File: config.mk
export PLATFORM = sky130hd
export DESIGN_NAME = nibble_serial_adder_flat
export DESIGN_NICKNAME = d
export VERILOG_FILES = /design/src/rtl/nibble_serial_adder_pkg.sv /design/src/rtl/nibble_serial_adder_if.sv /design/src/rtl/nibble_serial_adder_rca4.sv /design/src/rtl/nibble_serial_adder.sv /design/src/flat_wrapper.sv
export SDC_FILE = /design/constraint.sdc
export NUM_CORES = 1
export LEC_CHECK = 0
export BUFFER_PORTS_ARGS = -buffer_cell sky130_fd_sc_hd__buf_2
export CORE_MARGIN = 4
export CORE_UTILIZATION = 40
export CTS_CLUSTER_DIAMETER = 30
export DETAILED_ROUTE_END_ITERATION = 10
export PLACE_DENSITY = 0.67
export SETUP_SLACK_MARGIN = 0.05
export SKIP_CTS_REPAIR_TIMING = 1
export SKIP_LAST_GASP = 1
export SLEW_MARGIN = 20
export SYNTH_ARGS = -nofsm -noshare
export SYNTH_HDL_FRONTEND = slang
export SYNTH_SLANG_ARGS = --single-unit
File: constraint.sdc
create_clock -name clk -period 3.3 [get_ports clk]
set_input_delay 0.33 -clock clk [delete_from_list [all_inputs] [get_ports clk]]
set_output_delay 0.33 -clock clk [all_outputs]
set_load 0.03 [all_outputs]
File: src/rtl/nibble_serial_adder_pkg.sv
// nibble_serial_adder_pkg
//   Shared definitions for the nibble-serial adder: FSM state encoding,
//   nibble width and the counter width helper.
package nibble_serial_adder_pkg;

   localparam int NIB_W = 4;

   typedef enum logic [1:0] {
      IDLE = 2'd0,
      RUN  = 2'd1,
      DONE = 2'd2
   } state_t;

   // The step counter must hold 0..NIBBLES-1 and always needs at least one bit.
   function automatic int cnt_width(input int nibbles);
      return (nibbles <= 1) ? 1 : $clog2(nibbles);
   endfunction

endpackage

File: src/rtl/nibble_serial_adder_if.sv
// nibble_serial_adder_if
//   Operand/result handshake bundle for nibble_serial_adder.
//   master : producer/consumer side (drives operands and out_ready)
//   slave  : adder side (drives in_ready and the result)
//   in_valid/in_ready/a/b/cin : operand handshake
//   out_valid/out_ready/sum/cout/ovf : result handshake
interface nibble_serial_adder_if #(
   parameter int NIBBLES = 4
);
   localparam int W = 4 * NIBBLES;

   logic         in_valid;
   logic         in_ready;
   logic [W-1:0] a;
   logic [W-1:0] b;
   logic         cin;
   logic         out_valid;
   logic         out_ready;
   logic [W-1:0] sum;
   logic         cout;
   logic         ovf;

   modport master (
      output in_valid, a, b, cin, out_ready,
      input  in_ready, out_valid, sum, cout, ovf
   );

   modport slave (
      input  in_valid, a, b, cin, out_ready,
      output in_ready, out_valid, sum, cout, ovf
   );
endinterface

File: src/rtl/nibble_serial_adder_rca4.sv
// rca4
//   4-bit ripple-carry adder slice built from explicit full-adder cells.
//   a_i, b_i : 4-bit operands
//   c_i      : carry in
//   s_o      : 4-bit sum
//   c_o      : carry out of bit 3
module rca4 (
   input  logic [3:0] a_i,
   input  logic [3:0] b_i,
   input  logic       c_i,
   output logic [3:0] s_o,
   output logic       c_o
);
   logic c;

   always_comb begin
      s_o = '0;
      c   = c_i;
      for (int i = 0; i < 4; i++) begin
         s_o[i] = a_i[i] ^ b_i[i] ^ c;
         c      = (a_i[i] & b_i[i]) | (c & (a_i[i] ^ b_i[i]));
      end
      c_o = c;
   end
endmodule

File: src/rtl/nibble_serial_adder.sv
// nibble_serial_adder
//   Computes a 4*NIBBLES-bit sum one nibble per clock through a single rca4
//   slice, trading latency for area. Result presented via valid/ready.
//   clk : rising-edge clock
//   rst : asynchronous active-high reset
//   bus : slave side of nibble_serial_adder_if (operands in, result out)
module nibble_serial_adder
   import nibble_serial_adder_pkg::*;
#(
   parameter int NIBBLES = 4
) (
   input  logic                  clk,
   input  logic                  rst,
   nibble_serial_adder_if.slave  bus
);
   localparam int W  = NIB_W * NIBBLES;
   localparam int CW = cnt_width(NIBBLES);
   localparam logic [CW-1:0] LAST = CW'(NIBBLES - 1);

   state_t        state_q, state_d;
   logic [W-1:0]  a_sh_q, a_sh_d;
   logic [W-1:0]  b_sh_q, b_sh_d;
   logic [W-1:0]  s_sh_q, s_sh_d;
   logic          c_q, c_d;
   logic [CW-1:0] cnt_q, cnt_d;
   logic          a_msb_q, a_msb_d;
   logic          b_msb_q, b_msb_d;
   logic [W-1:0]  sum_q, sum_d;
   logic          cout_q, cout_d;
   logic          ovf_q, ovf_d;

   logic [NIB_W-1:0] nib;
   logic             nib_co;
   logic [W-1:0]     s_next;

   rca4 u_slice (
      .a_i (a_sh_q[NIB_W-1:0]),
      .b_i (b_sh_q[NIB_W-1:0]),
      .c_i (c_q),
      .s_o (nib),
      .c_o (nib_co)
   );

   // New nibble enters from the top so nibble 0 ends up at the bottom after
   // NIBBLES steps.
   generate
      if (NIBBLES == 1) begin : g_one
         assign s_next = nib;
      end else begin : g_many
         assign s_next = {nib, s_sh_q[W-1:NIB_W]};
      end
   endgenerate

   always_ff @(posedge clk or posedge rst) begin
      if (rst) begin
         state_q <= IDLE;
         a_sh_q  <= '0;
         b_sh_q  <= '0;
         s_sh_q  <= '0;
         c_q     <= 1'b0;
         cnt_q   <= '0;
         a_msb_q <= 1'b0;
         b_msb_q <= 1'b0;
         sum_q   <= '0;
         cout_q  <= 1'b0;
         ovf_q   <= 1'b0;
      end else begin
         state_q <= state_d;
         a_sh_q  <= a_sh_d;
         b_sh_q  <= b_sh_d;
         s_sh_q  <= s_sh_d;
         c_q     <= c_d;
         cnt_q   <= cnt_d;
         a_msb_q <= a_msb_d;
         b_msb_q <= b_msb_d;
         sum_q   <= sum_d;
         cout_q  <= cout_d;
         ovf_q   <= ovf_d;
      end
   end

   always_comb begin
      state_d = state_q;
      a_sh_d  = a_sh_q;
      b_sh_d  = b_sh_q;
      s_sh_d  = s_sh_q;
      c_d     = c_q;
      cnt_d   = cnt_q;
      a_msb_d = a_msb_q;
      b_msb_d = b_msb_q;
      sum_d   = sum_q;
      cout_d  = cout_q;
      ovf_d   = ovf_q;
      unique case (state_q)
         IDLE: begin
            if (bus.in_valid) begin
               a_sh_d  = bus.a;
               b_sh_d  = bus.b;
               s_sh_d  = '0;
               c_d     = bus.cin;
               cnt_d   = '0;
               a_msb_d = bus.a[W-1];
               b_msb_d = bus.b[W-1];
               state_d = RUN;
            end
         end
         RUN: begin
            a_sh_d = a_sh_q >> NIB_W;
            b_sh_d = b_sh_q >> NIB_W;
            s_sh_d = s_next;
            c_d    = nib_co;
            cnt_d  = cnt_q + CW'(1);
            if (cnt_q == LAST) begin
               // Result registers load only here, so they hold through IDLE
               // until the next operation completes.
               sum_d   = s_next;
               cout_d  = nib_co;
               ovf_d   = (a_msb_q == b_msb_q) && (s_next[W-1] != a_msb_q);
               state_d = DONE;
            end
         end
         DONE: begin
            if (bus.out_ready) state_d = IDLE;
         end
         default: state_d = IDLE;
      endcase
   end

   assign bus.in_ready  = (state_q == IDLE);
   assign bus.out_valid = (state_q == DONE);
   assign bus.sum       = sum_q;
   assign bus.cout      = cout_q;
   assign bus.ovf       = ovf_q;

endmodule

File: src/flat_wrapper.sv
// flat-port wrapper written by rule: the top's interface ports become plain ports
module nibble_serial_adder_flat import nibble_serial_adder_pkg::*;
#(
   parameter int NIBBLES = 4
)
  (clk, rst, bus_in_valid, bus_a, bus_b, bus_cin, bus_out_ready, bus_in_ready, bus_out_valid, bus_sum, bus_cout, bus_ovf);
  nibble_serial_adder_if #(.NIBBLES(NIBBLES)) bus_i ();
  input  logic clk;
  input  logic rst;
  input wire logic [$bits(bus_i.in_valid)-1:0] bus_in_valid;
  input wire logic [$bits(bus_i.a)-1:0] bus_a;
  input wire logic [$bits(bus_i.b)-1:0] bus_b;
  input wire logic [$bits(bus_i.cin)-1:0] bus_cin;
  input wire logic [$bits(bus_i.out_ready)-1:0] bus_out_ready;
  output wire logic [$bits(bus_i.in_ready)-1:0] bus_in_ready;
  output wire logic [$bits(bus_i.out_valid)-1:0] bus_out_valid;
  output wire logic [$bits(bus_i.sum)-1:0] bus_sum;
  output wire logic [$bits(bus_i.cout)-1:0] bus_cout;
  output wire logic [$bits(bus_i.ovf)-1:0] bus_ovf;
  assign bus_i.in_valid = bus_in_valid;
  assign bus_i.a = bus_a;
  assign bus_i.b = bus_b;
  assign bus_i.cin = bus_cin;
  assign bus_i.out_ready = bus_out_ready;
  assign bus_in_ready = bus_i.in_ready;
  assign bus_out_valid = bus_i.out_valid;
  assign bus_sum = bus_i.sum;
  assign bus_cout = bus_i.cout;
  assign bus_ovf = bus_i.ovf;
  nibble_serial_adder #(.NIBBLES(NIBBLES)) u_core (.clk(clk), .rst(rst), .bus(bus_i));
endmodule
## Word level (Yosys, flattened, before mapping)

Index checks and enable logic that the tools add are counted.
W data, S select, Z words.

- Register bits: 73
- Input port bits: 37
- Word-level logic and storage cells: 61

- $add $sub $neg: 1
- Equality and inequality tests: 8
- Muxes and demuxes: 14
- Bitwise gates (word level): 20
- Reductions and logical operators: 7

Operators by type and width:

| operator | number |
|---|---|
| $pmux W16 S2 | 3 |
| $mux W16 | 3 |
| $and A1 B1 Y1 | 8 |
| $mux W2 | 4 |
| $xor A1 B1 Y1 | 8 |
| $pmux W2 S3 | 1 |
| $reduce_and A2 Y1 | 3 |
| $eq A2 B2 Y1 const B | 2 |
| $ne A2 B2 Y1 const B | 2 |
| $or A1 B1 Y1 | 4 |
| $pmux W2 S2 | 1 |
| $reduce_and A3 Y1 | 1 |
| $add A2 B1 Y2 const B | 1 |
| $eq A2 B1 Y1 const B | 1 |
| $logic_not A2 Y1 | 1 |
| $ne A2 B1 Y1 const B | 1 |
| $pmux W1 S2 | 1 |
| $reduce_bool A2 Y1 | 1 |
| $eq A1 B1 Y1 | 1 |
| $logic_and A1 B1 Y1 | 1 |
| $mux W1 | 1 |
| $ne A1 B1 Y1 | 1 |

## Longest topological paths before layout

Gate-level depths: netlist of the first run.

- Depth after elaboration: 10
- Gate-level depth with buffers: 9
- Depth with buffers taken out: 9

## Hierarchy

Synthesis of the first run repeated with hierarchy kept, for this count alone.

- Cell total of the unflattened synthesis: 278
- Area, all modules: 3214.3 µm²

By module, submodules not included:

| module | times used | cells each | area an instance (µm²) | sequential area each (µm²) |
|---|---|---|---|---|
| nibble_serial_adder | 1 | 264 | 3096.7 | 1726.7 |
| rca4 | 1 | 14 | 117.6 | 0.0 |

## Least setup slack after synthesis of the first run

No wires, ideal clock.

- Kind: reg-to-reg
- From: reg u_core.c_q
- To: reg u_core.ovf_q (netlist: u_core.bus.ovf)
- Arrival: 2.446 ns
- Required time: 3.171 ns
- Setup slack: 0.725 ns
- Cell stages (with the launch flop): 10
- Path buffers: 0
- Path through: dfrtp_1 inv_1 fa_1 inv_1 fa_1 fa_1 fa_1 and3b_1 a21oi_1 o21ai_0

- Cells in the longest elaborated chain, start to end: 9

Ends and longest elaborated chain:

| item | line | RTL |
|---|---|---|
| from (decl) | nibble_serial_adder.sv:24 | `logic c_q, c_d;` |
| from (signal assigned) | nibble_serial_adder.sv:60 | `c_q <= 1'b0;` |
| from (signal assigned) | nibble_serial_adder.sv:72 | `c_q <= c_d;` |
| $and A1 B1 Y1 | nibble_serial_adder_rca4.sv:21 | `c = (a_i[i] & b_i[i]) \| (c & (a_i[i] ^ b_i[i]));` |
| $or A1 B1 Y1 | nibble_serial_adder_rca4.sv:21 |  |
| $and A1 B1 Y1 | nibble_serial_adder_rca4.sv:21 |  |
| $or A1 B1 Y1 | nibble_serial_adder_rca4.sv:21 |  |
| $and A1 B1 Y1 | nibble_serial_adder_rca4.sv:21 |  |
| $or A1 B1 Y1 | nibble_serial_adder_rca4.sv:21 |  |
| $xor A1 B1 Y1 | nibble_serial_adder_rca4.sv:20 | `s_o[i] = a_i[i] ^ b_i[i] ^ c;` |
| net u_core.nib[3] | nibble_serial_adder.sv:32 | `logic [NIB_W-1:0] nib;` |
| $ne A1 B1 Y1 | nibble_serial_adder.sv:118 | `ovf_d = (a_msb_q == b_msb_q) && (s_next[W-1] != a_msb_q);` |
| $logic_and A1 B1 Y1 | nibble_serial_adder.sv:118 |  |
| to (signal assigned) | nibble_serial_adder.sv:78 | `ovf_q <= ovf_d;` |
| to (decl) | nibble_serial_adder.sv:30 | `logic ovf_q, ovf_d;` |

The timed path passes the listed nets, and every way through them passes these cells.
A chain may end at the register's enable or synchronous reset.

## Worst setup path in the final report of the first run

Ends and elaborated chain as after synthesis.

==> qor.txt, run 1 <==
Antenna Violating Nets Remaining = 0
R2R depth = 9
Initial DRT Pass Iterations = 4
Die Width = 92.2 um
Vias/cell = 5.17
Final min period = 2810 ps
Pwr dens = 1020 nW/um2
Slew Limit Headroom = 0.387
Clock Skew = 5.61 ps
Largest area contributor in the netlist = dfrtp_1
Max FO, Critical Path = 4
Residual DRC = 0
Vias in the first global route = 2037
Ant diodes = 0
TritonCTS buffer count = 9
Net Sw Power = 1320 uW
Clock-pin transition on the worst setup and hold timing paths = 70 ps
Initial antenna violation count = 0
Total Nets Final = 333
Synth warn = 0
IO Port Bufs = 56
CTS tree = done
Critical Path RT = 3480 ps
Syn avg cell area = 12.2 um2
Sw Ratio = 0.369
P_int = 2250 uW
TritonCTS Sinks = 69
Dpl hpwl = 4010 um
Site Rows = 30
Placed Cells = 375
CTS Root Cell = clkbuf_8
R2R Path Start = u_core.c_q$_DFFE_PP0P_
CP arrival = 2990 ps
Cell Area, Synth = 2840 um2
Share of cells above drive strength 1 = 0.294
Crit end category = flop
Most used cell, CP = fa_1
Congestion Overflow GR = 0
HP Class = in2async
Ports = 57
Max cap viols = 0
Initial drt markers = 65
CP peak stage delay = 620 ps
Synth cell types = 22
Largest net degree at the start of global routing = 50
Die area = 8510 um2
Total GRT Usage = 0.152
Die Ht = 92.2 um
Number of H-tree levels = 3
Final setup vio count = 0
Syn Nets = 275
Worst IR Drop VDD = 394 uV
Yosys reg bits = 69
Core Area = 6830 um2
Leak Pwr = 0.00169 uW
TNS Setup = 0 ps
Worst-skew pair later-pin latency = 340 ps
Final worst path period share = 0.850
Highest Clock Rate = 356 MHz
Post-synth top area share = 0.608
Reg-to-reg endpoint = u_core.bus.ovf$_DFFE_PP0P_
R2R setup slack = 490 ps
Status = finished clean
Area grow syn2layout = 23.3%
Initial core utilization = 0.415
Global placer's final weighted congestion = 0.747
Total Routed Length = 6010 um
Final cell count without fillers = 392
Pins Over Slew Limit = 0
Worst path slowest cell = fa_1
Final number of hold-violating endpoints = 0
CTS Buffer Depth = 2
Worst-margin pin slew = 917 ps
CP cell instances = inv_1 > fa_1 > inv_1 > fa_1 > fa_1 > fa_1 > and3b_1 > a21oi_1 > o21ai_0
Clk network pwr share = 0.234
Mapped Cells = 233
Via Count = 2028
Final Power = 3560 uW
Kind of critical path = reg2reg
Setup crit start = u_core.c_q$_DFFE_PP0P_
Seq/Total Area, Yosys = 0.608
Comb pwr share = 0.369
Wirelength per Cell = 15.3 um
Nature of the critical path startpoint = flop
RSZ-0062 raised after global routing = false
Top post-synthesis cells by area = dfrtp_1 (61%), a22oi_1 (6.6%), a22o_1 (6.2%), mux2_1 (6.0%), o21ai_0 (4.4%)
End-of-flow core utilization = 0.512
Seq pwr share = 0.396
Global-route wire length before repair = 10100 um
-- how the worst max path moves through the flow --
| stage | to | slack (ps) | depth (start not counted) |
|---|---|---|---|
| 2_1_floorplan | u_core.bus.ovf$_DFFE_PP0P_ | 730 | 9 |
| 3_3_place_gp | u_core.bus.ovf$_DFFE_PP0P_ | 620 | 9 |
| 3_5_place_dp | u_core.bus.ovf$_DFFE_PP0P_ | 480 | 9 |
| 4_1_cts | u_core.bus.ovf$_DFFE_PP0P_ | 470 | 9 |
| 5_1_grt | u_core.bus.ovf$_DFFE_PP0P_ | 350 | 9 |
| 6_report | u_core.bus.ovf$_DFFE_PP0P_ | 490 | 9 |
-- cell type report --
| type | instances | area, um2 |
|---|---|---|
| fill | 647 | 3330 |
| sequential | 69 | 1730 |
| multi-input combinational | 140 | 1020 |
| timing repair buffer | 64 | 360 |
| clock buffer | 10 | 138 |
| tap | 96 | 120 |
| clock inverter | 6 | 110 |
| inverter | 7 | 27.5 |
-- registers in the layout, indices dropped and copies added (netlist names) --
| name | cells |
|---|---|
| u_core.s_sh_q | 12 |
| u_core.bus.sum | 16 |
| u_core.a_msb_q | 1 |
| u_core.bus.cout | 1 |
| u_core.c_q | 1 |
| u_core.a_sh_q | 16 |
| u_core.cnt_q | 2 |
| u_core.state_q | 2 |
| u_core.bus.ovf | 1 |
| u_core.b_msb_q | 1 |
| u_core.b_sh_q | 16 |
-- synth_stat cells --
| cell type | number |
|---|---|
| a22o_1 | 20 |
| a22oi_1 | 25 |
| nor2_1 | 2 |
| nand2b_1 | 3 |
| mux2_2 | 3 |
| and3b_1 | 1 |
| fa_1 | 4 |
| mux2_1 | 15 |
| nand3b_1 | 1 |
| clkbuf_1 | 2 |
| nand2_1 | 29 |
| inv_1 | 7 |
| a21oi_1 | 2 |
| and2b_1 | 1 |
| nor2_4 | 1 |
| o21ai_0 | 25 |
| o21ai_1 | 5 |
| dfrtp_1 | 69 |
| o21bai_1 | 1 |
| nor2b_1 | 1 |
| buf_2 | 15 |
| ha_1 | 1 |
-- power by group through the flow --
| stage | sequential [uW] | clock (uW) | combinational (uW) |
|---|---|---|---|
| global placement | 1410 | 0 | 1260 |
| finish | 1410 | 836 | 1320 |
| floorplan | 1550 | 0 | 800 |
| CTS | 1410 | 853 | 1310 |
| global route | 1460 | 891 | 1470 |
| detailed placement | 1430 | 0 | 1300 |
-- metrics by stage --
| stage | cell area, um2 | hold WS (ps) | worst slack, ps |
|---|---|---|---|
| after floorplan | 2840 | 438 | 725 |
| after global placement | 3220 | 462 | 622 |
| after detailed placement | 3220 | 471 | 484 |
| after CTS | 3470 | 159 | 469 |
| after global routing | 3500 | 173 | 353 |
| final | 3500 | 117 | 494 |
-- worst max-delay path: cells and delay by family, from the launching register on --
family / cells / cell delay [ps]
fa+ha+maj: 4 / 1700
simple gates: 1 / 200
flops: 1 / 380
buf+inv: 2 / 130
compound gates: 2 / 250
-- cell families after synthesis --
| logic type | count (synthesis) | share of synthesized area |
|---|---|---|
| buf+inv | 24 | 0.0384 |
| fa+ha+maj | 5 | 0.0326 |
| flops | 69 | 0.608 |
| compound gates | 78 | 0.187 |
| simple gates | 39 | 0.0622 |
| mux | 18 | 0.0714 |
-- layer usage --
layer / track usage / part of all wire / routed length [um] / vias to the layer above
li1: - / - / - / 944
met1: 0.206 / 0.45 / 2700 / 1012
met2: 0.229 / 0.48 / 2860 / 70
met3: 0.0582 / 0.070 / 422 / 2
met4: 0.0371 / 0.0040 / 24 / 0
met5: 0 / 0 / 0 / -
-- placed cells by master, fill, tap and decap left out, drive strengths merged --
master	count
o21ai	30
clkbuf	10
ha	1
o21bai	1
nor2	3
and3b	1
nand2b	3
nand3b	1
a21oi	2
a22o	20
clkinvlp	2
buf	64
clkinv	2
and2b	1
dfrtp	69
bufinv	3
a22oi	25
nor2b	1
mux2	18
nand2	29
inv	6
fa	4
No activity file was read; power rests on OpenSTA's default activity.
==> run 2, diff against run 1 <==
--- a/config.mk
+++ b/config.mk
@@ -10,7 +10,6 @@
 export CORE_UTILIZATION = 40
 export CTS_CLUSTER_DIAMETER = 30
 export DETAILED_ROUTE_END_ITERATION = 10
-export PLACE_DENSITY = 0.67
 export SETUP_SLACK_MARGIN = 0.05
 export SKIP_CTS_REPAIR_TIMING = 1
 export SKIP_LAST_GASP = 1
==> run 2 against run 1 <==
Sequential share of layout area increased by 0.95 points. Via count fell by 2.8%. Total power fell by 3.7%. Count of clock-buffer cells in the layout grew 1. Design area fell by 1.9%. Utilization fell by 0.97 points. First-iteration DRC count decreased by 6.2%. Clock skew grew 4.3 ps. Register-to-register slack better by 60 ps. Global-route usage is 0.26 points higher. Largest power group unchanged. Highest routed layer unchanged.
==> qor.txt, run 2 (same netlist as run 1, synthesis figures left out) <==
Total GRT Usage = 0.154
Sw Ratio = 0.376
CTS Buffer Depth = 2
Die area = 8510 um2
TritonCTS Sinks = 69
Final number of hold-violating endpoints = 0
Core Area = 6830 um2
Area grow syn2layout = 20.9%
Vias in the first global route = 2126
Kind of critical path = reg2reg
Initial core utilization = 0.415
Comb pwr share = 0.366
Pins Over Slew Limit = 0
Leak Pwr = 0.00166 uW
Number of H-tree levels = 3
IO Port Bufs = 56
Global-route wire length before repair = 10400 um
Ports = 57
Net Sw Power = 1290 uW
Congestion Overflow GR = 0
CTS tree = done
TritonCTS buffer count = 9
Initial antenna violation count = 0
Dpl ws = 548 ps
Ant diodes = 0
P_int = 2140 uW
Max FO, Critical Path = 4
Via Count = 1971
Clock Skew = 9.93 ps
Pwr dens = 1000 nW/um2
Antenna Violating Nets Remaining = 0
Worst-margin pin slew = 939 ps
CTS Root Cell = clkbuf_8
HP Class = in2reg
Largest net degree at the start of global routing = 70
Total Routed Length = 5730 um
Residual DRC = 0
Most common cell after layout, fill and taps aside = dfrtp_1
Max cap viols = 0
Final min period = 2740 ps
Worst IR Drop VDD = 402 uV
Die Width = 92.2 um
Highest Clock Rate = 364 MHz
Clock-pin transition on the worst setup and hold timing paths = 70 ps
Clk network pwr share = 0.222
Share of cells above drive strength 1 = 0.283
Status = finished clean
Crit end category = flop
Die Ht = 92.2 um
RSZ-0062 raised after global routing = false
Dpl hpwl = 3790 um
Worst-skew pair later-pin latency = 340 ps
Most frequent cells in the layout = dfrtp_1 (69), buf_2 (56), nand2_1 (29)
Placement Cell Area = 3210 um2
TNS Setup = 0 ps
Final worst path period share = 0.832
Wirelength per Cell = 14.7 um
PnR worst setup slack = 555 ps
Total Nets Final = 330
CP peak stage delay = 620 ps
Most used cell, CP = fa_1
Initial DRT Pass Iterations = 4
Fillers = 658
CP cell instances = inv_1 > fa_1 > inv_1 > fa_1 > fa_1 > fa_1 > and3b_1 > a21oi_1 > o21ai_0
Slew Limit Headroom = 0.372
Worst path slowest cell = fa_1
Nature of the critical path startpoint = flop
Initial drt markers = 61
Global placer's final weighted congestion = 0.761
Final setup vio count = 0
CP arrival = 2930 ps
Finished Cell Area = 3430 um2
Vias/cell = 5.07
Site Rows = 30
R2R setup slack = 560 ps
Critical Path RT = 3480 ps
Seq pwr share = 0.412
## run 2: worst max-delay path: cells and delay by family, from the launching register on
family / cells / cell delay, ps
AO/OA/AOI/OAI: 2 / 180
flip-flops: 1 / 380
buffers and inverters: 2 / 130
AND/OR/NAND/NOR: 1 / 190
adder cells (fa/ha/maj): 4 / 1700
## run 2: layout make-up
type	instances	area (um2)	area share
Clock buffer	11	141	0.0412
Inverter	7	26.3	0.00766
Multi-Input combinational cell	140	1020	0.296
Sequential cell	69	1730	0.503
Timing Repair Buffer	61	318	0.0926
Clock inverter	5	83.8	0.0244
Tap cell	96	120	0.0350
## run 2: through the flow
stage / total power (uW) / hold slack [ps] / instances / utilization
after floorplan: 2340 / 438 / 233 / -
after global placement: 2670 / 464 / 373 / 0.469
after detailed placement: 2700 / 469 / 373 / 0.469
after CTS: 3480 / 158 / 389 / 0.502
after global routing: 3730 / 181 / 389 / 0.502
final: 3430 / 180 / 389 / 0.502
## run 2: power by group through the flow
| stage | Combinational [uW] | Sequential, uW | Clock (uW) |
|---|---|---|---|
| 2_1_floorplan | 800 | 1550 | 0 |
| 3_3_place_gp | 1250 | 1420 | 0 |
| 3_5_place_dp | 1270 | 1430 | 0 |
| 4_1_cts | 1280 | 1420 | 782 |
| 5_1_grt | 1430 | 1470 | 829 |
| 6_report | 1260 | 1410 | 763 |
## run 2: worst paths after layout
kind	startpoint	endpoint	cells past startpoint
setup reg to reg	u_core.c_q$_DFFE_PP0P_	u_core.bus.ovf$_DFFE_PP0P_	9
hold reg to reg	u_core.b_sh_q[7]$_DFFE_PP0P_	u_core.b_sh_q[7]$_DFFE_PP0P_	2
hold / removal	bus_out_ready	u_core.state_q[1]$_DFFE_PP0P_	2
min in group asynchronous	rst	u_core.bus.sum[0]$_DFFE_PP0P_	3
max in group asynchronous	rst	u_core.state_q[0]$_DFFE_PP0P_	3
setup / recovery	u_core.c_q$_DFFE_PP0P_	u_core.bus.ovf$_DFFE_PP0P_	9
## run 2: routing by layer
layer	wire, um	up-vias	part of all wire	GRT usage
met4	42	0	0.0073	0.0408
li1	-	940	-	-
met3	345	5	0.060	0.0632
met1	2630	975	0.46	0.199
met2	2720	51	0.47	0.241
met5	0	-	0	0
